$ cat src/rtl/out_fifo_sync_param.sv
`timescale 1ns/1ps
// ---------------------------------------------------------------------------
// out_fifo_sync_param
// Single-clock output FIFO for the I/O bank data path. Each write stores NCH
// byte-wide channels. Each read beat returns one 4-bit nibble per channel.
//   "8X4": an entry is read as two beats, low nibbles first, then high nibbles.
//   "4X4": an entry is read as one beat of low nibbles; the high nibbles are dropped.
//
// Ports
//   RDCLK        clock, rising edge
//   RESET        asynchronous, active-high reset
//   WREN, D      write request and NCH*8 data (channel i = D[8i+7:8i])
//   RDEN         read-beat request
//   Q            NCH*4 read nibbles (channel i = Q[4i+3:4i])
//   EMPTY/FULL   COUNT==0 / COUNT==DEPTH
//   ALMOSTEMPTY  COUNT <= ALMOST_EMPTY_VALUE
//   ALMOSTFULL   COUNT >= DEPTH-ALMOST_FULL_VALUE
//   COUNT        stored entries (a half-read entry still counts)
//   OVERFLOW     sticky: a write was rejected
//   UNDERFLOW    sticky: a read was rejected
// ---------------------------------------------------------------------------
module out_fifo_sync_param #(
  parameter int NCH                = 10,
  parameter int DEPTH              = 8,
  parameter int ALMOST_EMPTY_VALUE = 1,
  parameter int ALMOST_FULL_VALUE  = 1,
  parameter     ARRAY_MODE         = "8X4",
  parameter bit OUTPUT_DISABLE     = 1'b0
) (
  input  logic                     RDCLK,
  input  logic                     RESET,
  input  logic                     WREN,
  input  logic [NCH*8-1:0]         D,
  input  logic                     RDEN,
  output logic [NCH*4-1:0]         Q,
  output logic                     EMPTY,
  output logic                     FULL,
  output logic                     ALMOSTEMPTY,
  output logic                     ALMOSTFULL,
  output logic [$clog2(DEPTH):0]   COUNT,
  output logic                     OVERFLOW,
  output logic                     UNDERFLOW
);

  localparam int AW = $clog2(DEPTH);
  localparam int CW = AW + 1;
  localparam bit MODE_8X4 = (ARRAY_MODE == "8X4");
  localparam logic [CW-1:0] AF_LEVEL = CW'(DEPTH - ALMOST_FULL_VALUE);
  localparam logic [CW-1:0] AE_LEVEL = CW'(ALMOST_EMPTY_VALUE);
  localparam logic [CW-1:0] FULL_LEVEL = CW'(DEPTH);

  // Reject illegal configurations at elaboration time.
  if (NCH < 1 || NCH > 16) begin : g_bad_nch
    $error("out_fifo_sync_param: NCH must be 1..16");
  end
  if (DEPTH < 4 || DEPTH > 64 || (DEPTH & (DEPTH - 1)) != 0) begin : g_bad_depth
    $error("out_fifo_sync_param: DEPTH must be a power of two in 4..64");
  end
  if (ALMOST_EMPTY_VALUE < 1 || ALMOST_EMPTY_VALUE > DEPTH / 2) begin : g_bad_ae
    $error("out_fifo_sync_param: ALMOST_EMPTY_VALUE must be 1..DEPTH/2");
  end
  if (ALMOST_FULL_VALUE < 1 || ALMOST_FULL_VALUE > DEPTH / 2) begin : g_bad_af
    $error("out_fifo_sync_param: ALMOST_FULL_VALUE must be 1..DEPTH/2");
  end
  if (ARRAY_MODE != "8X4" && ARRAY_MODE != "4X4") begin : g_bad_mode
    $error("out_fifo_sync_param: ARRAY_MODE must be \"8X4\" or \"4X4\"");
  end

  logic [NCH*8-1:0] mem [DEPTH];
  logic [AW-1:0]    wr_ptr;
  logic [AW-1:0]    rd_ptr;
  logic             phase;      // 8X4 only: 1 once the low beat of the head entry has been read
  logic             rd_ok;      // last cycle carried a successful read beat
  logic [NCH*4-1:0] q_reg;
  logic [NCH*4-1:0] beat;
  logic [CW-1:0]    count_next;
  logic             do_write;
  logic             do_read;
  logic             do_pop;
  logic             hi_beat;

  // Accept/reject decisions use the registered pre-edge FULL/EMPTY, so a pop
  // never makes room for a write on the same edge.
  always_comb begin
    // NOTE: every always_comb output gets a default first, so no path can infer a latch.
    do_write   = WREN && !FULL;
    do_read    = RDEN && !EMPTY;
    hi_beat    = MODE_8X4 && phase;
    do_pop     = do_read && (!MODE_8X4 || phase);
    count_next = COUNT;
    if (do_write && !do_pop) begin
      count_next = COUNT + CW'(1);
    end else if (!do_write && do_pop) begin
      count_next = COUNT - CW'(1);
    end
    beat = '0;
    for (int i = 0; i < NCH; i++) begin
      beat[4*i +: 4] = hi_beat ? mem[rd_ptr][8*i+4 +: 4] : mem[rd_ptr][8*i +: 4];
    end
  end

  // NOTE: the storage array has no reset; the pointers and COUNT define what is valid.
  always_ff @(posedge RDCLK) begin
    if (do_write) begin
      mem[wr_ptr] <= D;
    end
  end

  // NOTE: all sequential state uses non-blocking assignments so every register samples pre-edge values.
  always_ff @(posedge RDCLK or posedge RESET) begin
    if (RESET) begin
      wr_ptr      <= '0;
      rd_ptr      <= '0;
      phase       <= 1'b0;
      rd_ok       <= 1'b0;
      q_reg       <= '0;
      COUNT       <= '0;
      EMPTY       <= 1'b1;
      FULL        <= 1'b0;
      ALMOSTEMPTY <= 1'b1;
      ALMOSTFULL  <= 1'b0;
      OVERFLOW    <= 1'b0;
      UNDERFLOW   <= 1'b0;
    end else begin
      if (do_write) wr_ptr <= wr_ptr + AW'(1);
      if (do_pop)   rd_ptr <= rd_ptr + AW'(1);
      if (do_read && MODE_8X4) phase <= !phase;
      if (do_read)  q_reg <= beat;
      rd_ok <= do_read;
      if (WREN && FULL)  OVERFLOW  <= 1'b1;
      if (RDEN && EMPTY) UNDERFLOW <= 1'b1;
      COUNT       <= count_next;
      EMPTY       <= (count_next == '0);
      FULL        <= (count_next == FULL_LEVEL);
      ALMOSTEMPTY <= (count_next <= AE_LEVEL);
      ALMOSTFULL  <= (count_next >= AF_LEVEL);
    end
  end

  // The gate acts only on registered values, so Q has no combinational path from inputs.
  assign Q = (OUTPUT_DISABLE && !rd_ok) ? '0 : q_reg;

endmodule

$ cat config.mk
export PLATFORM = sky130hd
export DESIGN_NAME = out_fifo_sync_param
export DESIGN_NICKNAME = d
export VERILOG_FILES = /design/src/rtl/out_fifo_sync_param.sv
export SDC_FILE = /design/constraint.sdc
export NUM_CORES = 1
export LEC_CHECK = 0
export ABC_CLOCK_PERIOD_IN_PS = 12500
export CORE_AREA = 2 2 224 226
export CTS_CLUSTER_DIAMETER = 200
export DETAILED_ROUTE_END_ITERATION = 8
export DIE_AREA = 0 0 226 228
export HOLD_SLACK_MARGIN = 0.06
export PLACE_DENSITY = 0.81
export SYNTH_ARGS = -nofsm -noshare
export SYNTH_HDL_FRONTEND = slang
export SYNTH_SLANG_ARGS = --single-unit
$ cat constraint.sdc
create_clock -name RDCLK -period 12.5 [get_ports RDCLK]
set_clock_uncertainty 0.1 [all_clocks]
set_input_delay 1.25 -clock RDCLK [delete_from_list [all_inputs] [get_ports RDCLK]]
set_output_delay 1.25 -clock RDCLK [all_outputs]
set_load 0.1 [all_outputs]
Word-level counts from Yosys, hierarchy flattened
Memories as Yosys holds them, arrays and structs flattened.
Index checks and enable logic that the tools add are counted.

storage, ports and cells
  bits in registers = 57
  bits in latches = 0
  bits in writable memories = 640
  bits in read-only memories = 0
  output and inout bits = 50
  memories = 1

operators by class
  add/sub/neg operators = 4
  multipliers = 0
  div/mod/pow operators = 0
  order comparisons = 2
  equality and inequality tests = 1
  shifts and indexed selects = 0
  mux-type cells = 14
  bitwise operators = 0
  reductions and logical operators = 13

memories
  name  depth  bits a word  read ports  clocked after Yosys merged registers in  wr ports  RTL line  RTL
  mem   8      80           1           0                                        1         69        logic [NCH*8-1:0] mem [DEPTH];

operator list
  cell                   count
  $mux W4                12
  $logic_and A1 B1 Y1    7
  $add A3 B1 Y3 const B  2
  $logic_not A1 Y1       5
  $add A4 B1 Y4 const B  1
  $eq A4 B4 Y1 const B   1
  $ge A4 B3 Y1 const B   1
  $le A4 B1 Y1 const B   1
  $logic_not A4 Y1       1
  $sub A4 B1 Y4 const B  1
  $mux W1                2

Depth between registers and ports, before layout
  depth after elaboration = 7
  gate-level depth with buffers = 9

Worst setup path after synthesis
No wires, ideal clock.

  path kind = input to register
  start point = input WREN
  end point = memory mem[0][0] (netlist bit) (enable)
  library setup time = 0.715 ns
  data arrival time = 9.013 ns
  required time = 11.685 ns
  path slack = 2.673 ns
  stages on the path = 3
  path through = nand2b_1 > buf_2 > nor4_1

between the ends
  cells in the longest elaborated chain, start to end = 3

ends and longest elaborated chain
  element                        RTL line  RTL
  start, declared                32        input logic WREN,
  $logic_and A1 B1 Y1            86        do_write = WREN && !FULL;
  $mux W1                        104       if (do_write) begin
  $mux W1 (implied by the code)  105       mem[wr_ptr] <= D;
  end, declared                  69

Every way passes these cells.

Final worst setup path
  start point = register rd_ptr[0]
  end point = register q_reg[18], in the netlist Q[18]

between the ends
  cells in the longest elaborated chain, start to end = 2

ends and longest elaborated chain
  element                 RTL line  RTL
  start, declared         71        logic [AW-1:0] rd_ptr;
  start signal, assigned  126       if (do_pop) rd_ptr <= rd_ptr + AW'(1);
  $mem_v2 Z8 W80          n/a
  $mux W4                 98        beat[4*i +: 4] = hi_beat ? mem[rd_ptr][8*i+4 +: 4] : mem[rd_ptr][8*i +: 4];
  end signal, assigned    128       if (do_read) q_reg <= beat;
  end, declared           74        logic [NCH*4-1:0] q_reg;

Every way passes these cells.
A chain may end at the register's enable or synchronous reset.

==> results.py <==
metrics = {
    "synth": {
        "ys_seq_elements": 697,
        "synth_largest_area_cell": "sky130_fd_sc_hd__edfxtp_1",
        "synthArstFlopShare_pct": 8.178,
        "synth_flop_cell": "sky130_fd_sc_hd__edfxtp_1",
        "syn_area_per_cell_um2": 19.04,
        "ranking_of_synthesized_cells_by_area": "sky130_fd_sc_hd__edfxtp_1, sky130_fd_sc_hd__mux4_2, sky130_fd_sc_hd__mux2i_1",
        "synthDominantCellAreaShare_pct": 72.01,
        "post_syn_nets": 1490,
        "yosys_warnings": 0,
        "yosysUniqueCellTypes": 37,
        "synth_sequential_area_ratio_pct": 77.36,
        "synth_edf_count": 640,
        "syn_area_mm2": 0.02669,
        "synth_cells": 1402,
    },
    "worst_setup_path": {
        "worst_ep_required_time_ns": 12.81,
        "highest_fanout_seen_on_the_critical_path": 40,
        "crit_path_max_delay_cell_type": "sky130_fd_sc_hd__buf_4",
        "slowest_delay_ns": 0.81,
        "crit_top_cell": "sky130_fd_sc_hd__buf_4",
        "setup_slack_reg_to_reg_ns": 8.82,
        "cp-start-kind": "flop",
        "worstPathCellList": "buf_4 > buf_4 > mux4_2 > mux2i_1 > nor2_1 > a31oi_1 > a21oi_1",
        "endpoint_kind": "flop",
        "setup.worst_path.class": "reg2reg",
        "critPathArrivalTime_ns": 3.99,
    },
    "finish": {
        "final_core_utilization_pct": 62.84,
        "ratio_of_cells_with_drive_above_1_in_the_final_layout_pct": 14.28,
        "num-nets-final": 1639,
        "final.fill_count": 3240,
        "flip_flop_and_latch_area_mm2": 0.02066,
        "final_cell_count_no_fill": 2280,
        "flow.area_growth_from_synthesis_pct": 16.19,
        "multiInputGateArea_mm2": 0.005665,
    },
    "sta": {
        "final_hold_viol_count": 0,
        "achievable-frequency_ghz": 0.2715,
        "drv_slew": 0,
        "worst_slew_margin_rel_pct": 28.67,
        "layout_worst_path_cycle_share_pct": 29.46,
        "whs_ns": 0.3551,
        "rsz_0062_raised_after_global_routing": "no",
        "slew_of_the_pin_with_the_lowest_slew_margin_ns": 1.070,
        "final-setup-viol-count": 0,
        "period_minus_slack_ns": 3.683,
        "totalNegativeSetupSlack_ns": 0,
    },
    "global_routing": {
        "first_pass_grt_wire_length_mm": 85.91,
        "grt_max_degree": 162,
        "grtUsageTotal_pct": 22.53,
        "antenna_found_initial": 11,
        "total_grt_overflow": 0,
        "number_of_global_route_vias_before_repair": 14180,
    },
    "detailed_routing": {
        "wl_met3_mm": 4.452,
        "total_number_of_vias": 13710,
        "vias_per_cell": 6.014,
        "drtAntennaViolNets": 0,
        "postRouteWirelength_mm": 56.90,
        "first_iter_violations": 1336,
        "drt_drc_violations_left": 0,
        "uppermost_routed_layer": "met5",
        "wl_met2_mm": 28.49,
        "drt-met1-wl_mm": 22.25,
        "dr.pass1.iters": 5,
        "wl_per_cell_um": 24.96,
    },
    "placement": {
        "place.gp.congestion": 0.7539,
        "place_hpwl_mm": 29.29,
        "buffer_ports.inserted": 133,
        "dp.cells": 2153,
    },
    "flow_run": {
        "max_cap_violations": 0,
    },
    "die": {
        "core_mm2": 0.04935,
        "dieHeight_um": 228,
        "top_level_ports": 134,
        "overall_die_area_mm2": 0.05153,
        "start_util_pct": 54.08,
        "dieWidth_um": 226,
        "std_cell_rows": 82,
    },
    "pwr": {
        "leak_pwr_nw": 10.31,
        "power_density_mw_per_mm2": 252.4,
        "irDropWorstVdd_v": 0.0002212,
        "p_total_w": 0.007826,
    },
    "cts": {
        "root_buffer": "sky130_fd_sc_hd__clkbuf_16",
        "clk_path_buf_depth": 3,
        "post_cts_buffers": 0,
        "cts_resized": 0,
        "tritoncts_num_sinks": 697,
        "tritoncts.num_buffers": 68,
        "clkLatencyLatePin_ns": 0.60,
        "worst_path_clk_slew_ns": 0.06,
        "cts.htree.levels": 3,
        "cts_tree": "done",
        "cts_hold_buf": 0,
    },
    "status": {
        "status": "finished, final reports clean",
    },
    "min_path": {
        "worst_hold_path_type": "reg2reg",
    },
}
-- kinds of logic (layout without fill, tap and decap cells) --
kind of cell             Yosys count  after routing  synth area share (%)
flip-flops                       697            697                 77.36
other                              0              4                     0
adder cells (fa/ha/maj)            4              4                0.1875
multiplexers                     241            241                 12.79
XOR/XNOR                           8              8                0.2625
AO/OA/AOI/OAI                    211            211                 4.951
buffers and inverters             85            287                 1.692
AND/OR/NAND/NOR                  156            156                 2.752
-- Yosys cell counts, drive strengths merged, types with 4 or more instances --
library cell / number
clkbuf: 32
a22oi: 41
a211oi: 40
a31oi: 40
xnor2: 6
mux4: 80
ha: 4
mux2i: 160
nand2: 9
nor2b: 42
edfxtp: 640
nor2: 85
buf: 50
nor3: 6
nand2b: 4
dfrtp: 55
a21oi: 82
-- critical path: cells and delay by family, from the launching register on --
kind	cells	cell delay, ns
DFF	1	0.62
and+or+nand+nor	1	0.09
AOI/OAI and AO/OA	2	0.37
buffers and inverters	2	1.45
muxes	2	0.82
-- stage by stage --
step,cell area (um2),setup slack (ns)
3_5_place_dp,28740,8.501
4_1_cts,31000,8.669
6_report,31010,8.817
5_1_grt,31010,8.533
2_1_floorplan,26690,2.673
3_3_place_gp,28740,8.569
-- metal layers --
metal	up-vias	track usage [%]
met2	592	37.11
met3	123	4.675
li1	5933	-
met5	-	0
met4	14	8.816
met1	7050	29.67
-- state kept, by name (all words and copies together) (netlist names), 3 cells and up --
register / flops
COUNT: 4
Q: 40
mem: 640
rd_ptr: 3
wr_ptr: 3
-- report_power, final --
part / switching (W) / internal, W / leakage, nW
combinational: 0.00172 / 0.000872 / 2.75
sequential: 0.000219 / 0.00295 / 6.45
clock: 0.000832 / 0.00123 / 1.11
total: 0.00277 / 0.00506 / 10.3
-- final timing paths --
kind / endpoint / start / depth (start not counted)
setup / recovery: Q[18] / rd_ptr[0] / 7
hold / removal: UNDERFLOW / UNDERFLOW / 1
min in group asynchronous: OVERFLOW / RESET / 3
setup reg to reg: Q[18] / rd_ptr[0] / 7
hold reg to reg: UNDERFLOW / UNDERFLOW / 1
max in group asynchronous: hi_beat / RESET / 3
-- cell type report --
type                    instances  share of cell area [%]
clock inverters                30                   1.053
repair buffers                161                   5.011
multi-input cells             620                   18.27
inverters                       3                 0.04035
well taps                     672                   2.711
diodes                          4                 0.03228
clock buffers                  93                   6.254
flip-flops and latches        697                   66.63
-- layout by cell type, fill, tap and decap left out, types with 3 or more instances in the layout --
master / netlist / layout
sky130_fd_sc_hd__bufinv_16: 0 / 7
sky130_fd_sc_hd__clkbuf_8: 0 / 8
sky130_fd_sc_hd__nor2_4: 0 / 4
sky130_fd_sc_hd__mux2i_1: 160 / 160
sky130_fd_sc_hd__nand2_1: 9 / 9
sky130_fd_sc_hd__clkinv_2: 0 / 11
sky130_fd_sc_hd__a21oi_1: 82 / 82
sky130_fd_sc_hd__a211oi_1: 40 / 40
sky130_fd_sc_hd__nand3_1: 3 / 3
sky130_fd_sc_hd__a21o_1: 3 / 3
sky130_fd_sc_hd__a22oi_1: 41 / 41
sky130_fd_sc_hd__mux4_2: 80 / 80
sky130_fd_sc_hd__ha_1: 4 / 4
sky130_fd_sc_hd__nor3_2: 0 / 4
sky130_fd_sc_hd__clkdlybuf4s50_1: 0 / 133
sky130_fd_sc_hd__nand2b_1: 4 / 3
sky130_fd_sc_hd__clkbuf_1: 32 / 14
sky130_fd_sc_hd__nor2b_1: 42 / 40
sky130_fd_sc_hd__buf_4: 2 / 27
sky130_fd_sc_hd__clkbuf_16: 0 / 71
sky130_fd_sc_hd__a31oi_1: 40 / 40
sky130_fd_sc_hd__xnor2_1: 6 / 6
sky130_fd_sc_hd__diode_2: 0 / 4
sky130_fd_sc_hd__clkinv_1: 0 / 9
sky130_fd_sc_hd__edfxtp_1: 640 / 640
sky130_fd_sc_hd__nor2_1: 85 / 81
sky130_fd_sc_hd__dfrtp_1: 55 / 51
sky130_fd_sc_hd__dfrtp_4: 0 / 4
(Power assumes the default switching activity.)
